===== src/rtl/mult_share_arbiter.sv =====
// mult_share_arbiter: round-robin front end that lets two requesters share one
// shift-add multiplier, with start/done sequencing and a WAIT watchdog.
module mult_share_arbiter #(
    parameter int WIDTH   = 16,
    parameter int TIMEOUT = 40
) (
    input  logic                 clk,
    input  logic                 rst_n,
    input  logic                 req0,
    input  logic                 req1,
    input  logic [WIDTH-1:0]     a0,
    input  logic [WIDTH-1:0]     b0,
    input  logic [WIDTH-1:0]     a1,
    input  logic [WIDTH-1:0]     b1,
    output logic                 ack0,
    output logic                 ack1,
    output logic                 err,
    output logic [2*WIDTH-1:0]   p0,
    output logic [2*WIDTH-1:0]   p1,
    output logic                 busy,
    output logic [WIDTH-1:0]     mula,
    output logic [WIDTH-1:0]     mulb,
    output logic                 mulst,
    input  logic                 muldone,
    input  logic                 mulidle,
    input  logic [2*WIDTH-1:0]   mulr
);
    localparam int PW  = 2 * WIDTH;
    localparam int WDW = $clog2(TIMEOUT + 1);
    localparam logic [WDW-1:0]   WD_LAST = WDW'(TIMEOUT - 1);
    localparam logic [WDW-1:0]   WD_ONE  = WDW'(1);
    localparam logic [WDW-1:0]   WD_ZERO = {WDW{1'b0}};
    localparam logic [PW-1:0]    P_ZERO  = {PW{1'b0}};
    localparam logic [WIDTH-1:0] OP_ZERO = {WIDTH{1'b0}};

    typedef enum logic [1:0] {
        ST_IDLE  = 2'd0,
        ST_ISSUE = 2'd1,
        ST_WAIT  = 2'd2,
        ST_RESP  = 2'd3
    } state_t;

    state_t           state_r;
    state_t           state_s;
    logic             owner_r;
    logic             ptr_r;
    logic             err_r;
    logic [WDW-1:0]   wd_r;
    logic [PW-1:0]    p0_r;
    logic [PW-1:0]    p1_r;
    logic [WIDTH-1:0] mula_r;
    logic [WIDTH-1:0] mulb_r;
    logic             sel_req_s;
    logic             grant_port_s;
    logic             expire_s;

    // Next-state decode and round-robin grant selection.
    always_comb begin
        state_s      = state_r;
        sel_req_s    = ptr_r ? req1 : req0;
        grant_port_s = sel_req_s ? ptr_r : ~ptr_r;
        expire_s     = (wd_r == WD_LAST);
        case (state_r)
            ST_IDLE: begin
                if (req0 || req1) begin
                    state_s = ST_ISSUE;
                end else begin
                    state_s = ST_IDLE;
                end
            end
            ST_ISSUE: begin
                if (mulidle) begin
                    state_s = ST_WAIT;
                end else begin
                    state_s = ST_ISSUE;
                end
            end
            ST_WAIT: begin
                // Done takes precedence over an expiring watchdog.
                if (muldone || expire_s) begin
                    state_s = ST_RESP;
                end else begin
                    state_s = ST_WAIT;
                end
            end
            ST_RESP: state_s = ST_IDLE;
            default: state_s = ST_IDLE;
        endcase
    end

    // State register.
    always_ff @(posedge clk or negedge rst_n) begin
        if (!rst_n) begin
            state_r <= ST_IDLE;
        end else begin
            state_r <= state_s;
        end
    end

    // Grant capture, watchdog, result registers and round-robin pointer.
    always_ff @(posedge clk or negedge rst_n) begin
        if (!rst_n) begin
            owner_r <= 1'b0;
            ptr_r   <= 1'b0;
            err_r   <= 1'b0;
            wd_r    <= WD_ZERO;
            p0_r    <= P_ZERO;
            p1_r    <= P_ZERO;
            mula_r  <= OP_ZERO;
            mulb_r  <= OP_ZERO;
        end else begin
            case (state_r)
                ST_IDLE: begin
                    if (req0 || req1) begin
                        owner_r <= grant_port_s;
                        mula_r  <= grant_port_s ? a1 : a0;
                        mulb_r  <= grant_port_s ? b1 : b0;
                    end
                end
                ST_WAIT: begin
                    wd_r <= wd_r + WD_ONE;
                    if (muldone) begin
                        if (owner_r) begin
                            p1_r <= mulr;
                        end else begin
                            p0_r <= mulr;
                        end
                        err_r <= 1'b0;
                    end else if (expire_s) begin
                        if (owner_r) begin
                            p1_r <= P_ZERO;
                        end else begin
                            p0_r <= P_ZERO;
                        end
                        err_r <= 1'b1;
                    end
                end
                ST_RESP: begin
                    ptr_r <= ~owner_r;
                    wd_r  <= WD_ZERO;
                    err_r <= 1'b0;
                end
                default: begin
                    wd_r <= WD_ZERO;
                end
            endcase
        end
    end

    // Outputs are pure decodes of registered state, so reset clears them at once.
    assign mulst = (state_r == ST_ISSUE) && mulidle;
    assign busy  = (state_r != ST_IDLE);
    assign ack0  = (state_r == ST_RESP) && !owner_r;
    assign ack1  = (state_r == ST_RESP) && owner_r;
    assign err   = err_r;
    assign p0    = p0_r;
    assign p1    = p1_r;
    assign mula  = mula_r;
    assign mulb  = mulb_r;

endmodule


===== config.mk =====
export PLATFORM = sky130hd
export DESIGN_NAME = mult_share_arbiter
export DESIGN_NICKNAME = d
export VERILOG_FILES = /design/src/rtl/mult_share_arbiter.sv
export SDC_FILE = /design/constraint.sdc
export NUM_CORES = 1
export LEC_CHECK = 0
export BUFFER_PORTS_ARGS = -buffer_cell sky130_fd_sc_hd__buf_2
export CAP_MARGIN = 10
export CORE_ASPECT_RATIO = 1.2
export CORE_MARGIN = 3
export CORE_UTILIZATION = 38
export CTS_CLUSTER_DIAMETER = 100
export CTS_CLUSTER_SIZE = 12
export DETAILED_ROUTE_END_ITERATION = 7
export PLACE_DENSITY = 0.67
export SKIP_LAST_GASP = 1
export SLEW_MARGIN = 10
export SYNTH_ARGS = -nofsm -noshare
export SYNTH_HDL_FRONTEND = slang
export SYNTH_SLANG_ARGS = --single-unit

===== constraint.sdc =====
create_clock -name clk -period 1.7 [get_ports clk]
set_input_delay 0.17 -clock clk [delete_from_list [all_inputs] [get_ports clk]]
set_output_delay 0.17 -clock clk [all_outputs]
set_load 0.05 [all_outputs]

# ---- Yosys cells after proc, flatten, opt, wreduce, memory -nomap -nowiden
# Index checks and enable logic that the tools add are counted.
dict set report op_classes {
  eq_ne 5
  n_bitwise 2
  add_sub_neg 1
  n_reduce_logical 14
  mux 20
}
# operator n
set ops {}
lappend ops {{two-way mux 32 bit} 8}
lappend ops {{two-way mux 16 bit} 2}
lappend ops {{one-hot mux 6 bit (2 select lines)} 1}
lappend ops {{one-hot mux 2 bit (4 select lines)} 1}
lappend ops {{adder 6 x 1 -> 6 bit (second input constant)} 1}
lappend ops {{equality test 6 bit (second input constant)} 1}
lappend ops {{two-way mux 1 bit} 6}
lappend ops {{AND reduction 3 bit} 2}
lappend ops {{nonzero test 2 bit} 3}
lappend ops {{equality test 2 bit (second input constant)} 2}
lappend ops {{AND reduction 2 bit} 2}
lappend ops {{logical AND 1 bit} 3}
lappend ops {{inequality test 3 bit (second input constant)} 1}
lappend ops {{equality test 2 x 1 -> 1 bit (second input constant)} 1}
lappend ops {{logical NOT 2 bit} 1}
lappend ops {{logical OR 1 bit} 2}
lappend ops {{two-way mux 2 bit} 1}
lappend ops {{inverter 1 bit} 2}
lappend ops {{one-hot mux 1 bit (2 select lines)} 1}
lappend ops {{logical NOT 1 bit} 1}
dict set report word_totals {
  elab_cells 51
  in_bits 102
  output_inout_bits 101
  ff_bits 107
}

# ---- Longest topological paths before layout
dict set report logic_depth {
  depth_word 4
  depth_mapped 6
  mapped_depth_nobuf 4
}

# ---- Worst setup path after synthesis
# OpenSTA, ideal clock, no wires.
dict set report synth_path {
  kind {reg-to-reg}
  startpoint {register (tool-made name)}
  endpoint {register (tool-made name)}
  period_less_slack_ps 2082
  path_stages_with_launch 5
  slack_ps -382
  path_buffers 2
  setup_ps 71
  required_time_ps 1629
  arrival_ps 2011
  path_cell_list {dfrtp_1 buf_2 buf_2 nor3b_1 a21o_1}
}

# ---- Worst setup path after layout
dict set report layout_path {
  startpoint {register wd_r[0]}
  endpoint {register p0_r[31], in the netlist p0[31]}
}
dict set report layout_between {
  elab_chain_len 3
}
# element line_no
set layout_rtl {}
lappend layout_rtl {{start: declaration} 48} ;# logic [WDW-1:0] wd_r;
lappend layout_rtl {{start signal: assignment} 121} ;# wd_r <= wd_r + WD_ONE;
lappend layout_rtl {{equality test 6 bit} 62} ;# expire_s = (wd_r == WD_LAST);
lappend layout_rtl {{nonzero test 2 bit (no line)} -}
lappend layout_rtl {{AND reduction 3 bit (no line)} -}
lappend layout_rtl {{end signal: assignment} 126} ;# p0_r <= mulr;
lappend layout_rtl {{end: declaration} 49} ;# logic [PW-1:0] p0_r;
# No other way between the ends.
# A chain may end at the register's enable or synchronous reset.

==> results.md <==
Critical path:
- The startpoint of the worst-slack reg-to-reg timing path is wd_r[0].
- The largest driver fanout on the critical path is 3.
- The worst setup path is of the reg2reg kind.
- The setup check on the worst reg-to-reg path leaves a slack of 0.06 ns.
- The reg-to-reg critical path endpoint is p0[31].
- STA classifies the critical path endpoint as a register.
- Data on the critical path is required at its endpoint by 1.93 ns.
- The depth of the most critical reg-to-reg path is 4.
- The worst setup path is launched from a register.
- The critical path's largest stage delay is 0.44 ns.
- The largest individual stage delay along the critical path comes from the cell sky130_fd_sc_hd__or3b_1.
- The data arrival time of the worst path is 1.87 ns.
- Walking the worst path, the cells encountered are ha_1 -> or3b_1 -> or2_2 -> a31o_2.

Drt:
- For this run, design rule violations remaining after detail routing come to 0.
- The post-detailed-route wirelength per cell is 17.21 um.
- The per-cell via count in the routed design is 5.542.
- For this block, the initial DRC count from the detailed router was 404.
- The routed design has 16600 um of wire.
- The via total after detailed routing is 5348.
- Once detail routing completed, the nets flagged for antenna violations numbered 0.
- The number of iterations in the first detailed-routing pass is 5.

Synth:
- The share of the synthesized area in the top cell type is 50.72%.
- By area the synthesized netlist is led by sky130_fd_sc_hd__dfrtp_1 (51%), sky130_fd_sc_hd__o21ai_0 (8.7%), sky130_fd_sc_hd__nor2b_1 (7.7%).
- The synthesized netlist devotes 24.08% of its cell area to compound gates.
- The most common cell in the synthesized netlist is sky130_fd_sc_hd__dfrtp_1.
- In the synthesized netlist the async set-or-reset flop fraction comes to 100.0%.
- The mapped netlist covers 5279 sq um.
- The basic-gate share of the synthesized area counting and, or, nand and nor cells is 18.91%.
- After Yosys synthesis, full adders, half adders and majority gates account for 0.2370% of the synthesized area.
- The distinct cell type count after synthesis is 40.
- When the netlist entered floorplanning its net count stood at 699.
- By count the netlist is led by sky130_fd_sc_hd__dfrtp_1 (107), sky130_fd_sc_hd__o21ai_0 (92), sky130_fd_sc_hd__nand2_1 (68).
- Of all cell types, the one taking the most synthesized area is sky130_fd_sc_hd__dfrtp_1.
- The synthesized-area fraction occupied by xor and xnor cells is 0.6637%.
- The average footprint of a synthesized cell is 8.857 sq um.
- The post-synthesis register bit count is 107.
- The cell count after synthesis came out at 596.
- Multiplexer cells account for 0.4029% of the synthesized area.
- The total of warnings raised by yosys is 0.
- After synthesis, the largest family of logic cells by area is compound AO/OA/AOI/OAI gates.
- The count of flip-flops with a built-in enable after synthesis is 0.
- The most common flop cell mapped by yosys is sky130_fd_sc_hd__dfrtp_1.
- The share of the Yosys chip area taken by registers is 50.72%.

Power:
- Combinational logic burns 59.4% of the power.
- The clock network burns 13.1% of the power.
- The total net switching power is 8.554 mW.
- The switching part of the total is 52.44%.
- For this design the static power due to leakage is 3.271 nW.
- For this design the ratio of total power to cell area is 2283 nW/um^2.
- The proportion of power drawn by flip-flops and latches is 27.5%.
- Cell internal power was estimated by the tool at 7.760 mW.
- The worst-case vdd ir drop is 1.465 mV.

Timing:
- The worst-case clock skew is 0.008197 ns.
- The portion of the clock cycle consumed by the worst path in the final layout is 96.62%.
- The actual slew at the worst max-slew pin is 0.5102 ns.
- The smallest clock period supported by the final layout is computed as 1.643 ns.
- Static timing analysis puts the maximum clock frequency at 0.6088 GHz.
- Setup repair after global routing left no endpoint under its margin.
- The final number of setup-violating endpoints is 0.
- The sum of negative setup slack is 0 ns.
- The tightest slew margin relative to the limit is 65.88%.
- The total count of hold-check failures in the final report is 0.
- The number of pins with negative max-slew slack in the final report is 0.

Layout:
- The number of antenna repair diodes is 0.
- The layout has 1194 filler cells.
- The area growth from synthesis to layout is 35.39%.
- The post-layout instance area is 7147 sq um.
- The number of nets in the layout is 895.
- The ratio of cells with drive above 1 in the final layout is 33.75%.

Floorplanning:
- The starting density of the core is 39.36%.
- The die covers 15350 sq um.
- The chip width is 113.6 um.
- During I/O placement, the number of pins put on the boundary was 203.
- The cell row count is 46.
- The core region is 13410 sq um.
- The die height is 135.1 um.

Place:
- In this run the tool buffered the top-level ports with 202 buffer cells.
- The placed standard-cell area is 6654 sq um.
- Once detailed placement completed, the half-perimeter wirelength came to 11310 um.
- Routability-driven placement finished with a final weighted congestion of 0.8368.

Hold path:
- For hold timing, the worst endpoint is p1[2].
- The startpoint of the tightest hold check path is mulr[2].
- The worst hold path depth is 3.
- The kind of path behind the tightest hold check is in2reg.

Global routing:
- Entering global routing, the biggest net connects 47 pins.
- The number of global-route vias before repair came to 5001.
- The wire length of the first global-routing pass is 25250 um.
- The total routing usage reported by global routing is 20.14%.
- Global routing finished with a remaining overflow of 0.
- The initial antenna violation count came to 1.

Flow run:
- The tool flagged a number of max-cap violations equal to 0.

Clock tree:
- The clock latency reported for the late side of the worst-skew pair is 0.34 ns.
- The number of sinks on the clock net is 107.
- The depth of the CTS H-tree is 3.
- The clock passes through at most 2 buffers.
- After clock tree synthesis, the clock-pin slew on the worst setup and hold paths is 0.07 ns.
- Buffers inserted during clock tree synthesis total 9.
- The root buffer cell chosen for the clock tree is sky130_fd_sc_hd__clkbuf_16.
- TritonCTS built the clock tree.

Status:
- The flow ran to the end, and the final reports show no timing, DRC or antenna violations.
==> final cells by class <==
class / count / area, sq um / area share [%]
Sequential cell: 107 / 2680 / 37.50
Multi-Input combinational cell: 430 / 2362 / 33.05
Timing Repair Buffer: 242 / 1584 / 22.16
Clock buffer: 11 / 242.7 / 3.396
Tap cell: 168 / 210.2 / 2.941
Clock inverter: 5 / 60.06 / 0.8403
Inverter: 2 / 7.507 / 0.1050
==> cells in the final DEF, fill, tap and decap left out, types with 2 or more instances in the layout <==
cell type / n
sky130_fd_sc_hd__buf_2: 198
sky130_fd_sc_hd__dfrtp_1: 105
sky130_fd_sc_hd__o21ai_0: 92
sky130_fd_sc_hd__nand2_1: 68
sky130_fd_sc_hd__a21oi_1: 66
sky130_fd_sc_hd__nor2b_1: 63
sky130_fd_sc_hd__a31oi_1: 33
sky130_fd_sc_hd__nand3_1: 32
sky130_fd_sc_hd__a22oi_1: 31
sky130_fd_sc_hd__buf_4: 21
sky130_fd_sc_hd__buf_12: 16
sky130_fd_sc_hd__clkbuf_16: 12
sky130_fd_sc_hd__nor2_1: 7
sky130_fd_sc_hd__o21ai_1: 5
sky130_fd_sc_hd__xor2_1: 3
sky130_fd_sc_hd__nand2b_1: 3
sky130_fd_sc_hd__nor2_4: 2
sky130_fd_sc_hd__inv_1: 2
sky130_fd_sc_hd__nor2_2: 2
sky130_fd_sc_hd__nand4_1: 2
sky130_fd_sc_hd__nor2b_2: 2
sky130_fd_sc_hd__dfrtp_2: 2
sky130_fd_sc_hd__inv_6: 2
sky130_fd_sc_hd__buf_6: 2
==> worst max-delay path: cells and delay by family (launching register included) <==
kind | cells | cell delay (ns)
and+or+nand+nor | 2 | 0.78
DFF | 1 | 0.36
AOI/OAI and AO/OA | 1 | 0.23
adders and majority gates | 1 | 0.17
==> repair_timing <==
item	in CTS	in global routing
endpoints found under the hold margin	27	0
gates resized for setup	3	7
endpoints found under the setup margin	2	45
pin swaps	0	2
buffers inserted	0	6
gates cloned	0	5
hold buffers	1	0
==> power by group through the flow <==
stage	Combinational [mW]	Sequential (mW)	Clock [mW]
5_1_grt	10.4	4.64	2.29
2_1_floorplan	3.40	7.98	0
3_5_place_dp	9.49	4.50	0
3_3_place_gp	9.27	4.46	0
4_1_cts	9.50	4.49	2.18
6_report	9.68	4.49	2.14
==> flip-flops by register name (all words and copies together) (netlist names), named ones only <==
signal and flops:
err 1, mula 16, mulb 16, owner_r 1, p0 32, p1 32
ptr_r 1, state_r 1, wd_r 6
==> per-stage QoR <==
stage	hold WS, ns	total power [mW]	utilization [%]	worst slack, ns	std cells
2_1_floorplan	-0.1256	11.38	-	0.1117	596
3_3_place_gp	0.1494	13.73	49.62	0.08773	937
3_5_place_dp	0.1498	13.99	49.62	0.005757	937
4_1_cts	0.05489	16.16	52.02	0.002099	954
5_1_grt	0.06722	17.31	53.29	0.002184	965
6_report	0.06147	16.31	53.29	0.05744	965
==> per-layer routing <==
metal | vias to the layer above | global-route usage [%] | routed length [um]
li1 | 2492 | - | -
met1 | 2575 | 26.57 | 6771
met2 | 259 | 34.09 | 8177
met3 | 20 | 4.258 | 1441
met4 | 2 | 4.476 | 208
met5 | - | 0 | 7
==> logic make-up (layout without fill, tap and decap cells) <==
kind of cell | Yosys count | in the layout
adder cells (fa/ha/maj) | 1 | 1
flip-flops | 107 | 107
multiplexers | 2 | 2
AO/OA/AOI/OAI | 229 | 229
XOR/XNOR | 4 | 4
buffers and inverters | 60 | 260
AND/OR/NAND/NOR | 193 | 194
==> worst max path at each step <==
stage / from / end / slack, ns / cells past startpoint
after CTS: wd_r[1] / p0[4] / 0.002 / 5
after global routing: wd_r[1] / p0[2] / 0.002 / 6
after detailed placement: wd_r[1] / p0[4] / 0.006 / 5
after floorplan: wd_r[0] / p0[31] / 0.11 / 4
final: wd_r[0] / p0[31] / 0.06 / 4
after global placement: wd_r[0] / p1[0] / 0.09 / 5
No activity file was read; power rests on OpenSTA's default activity.
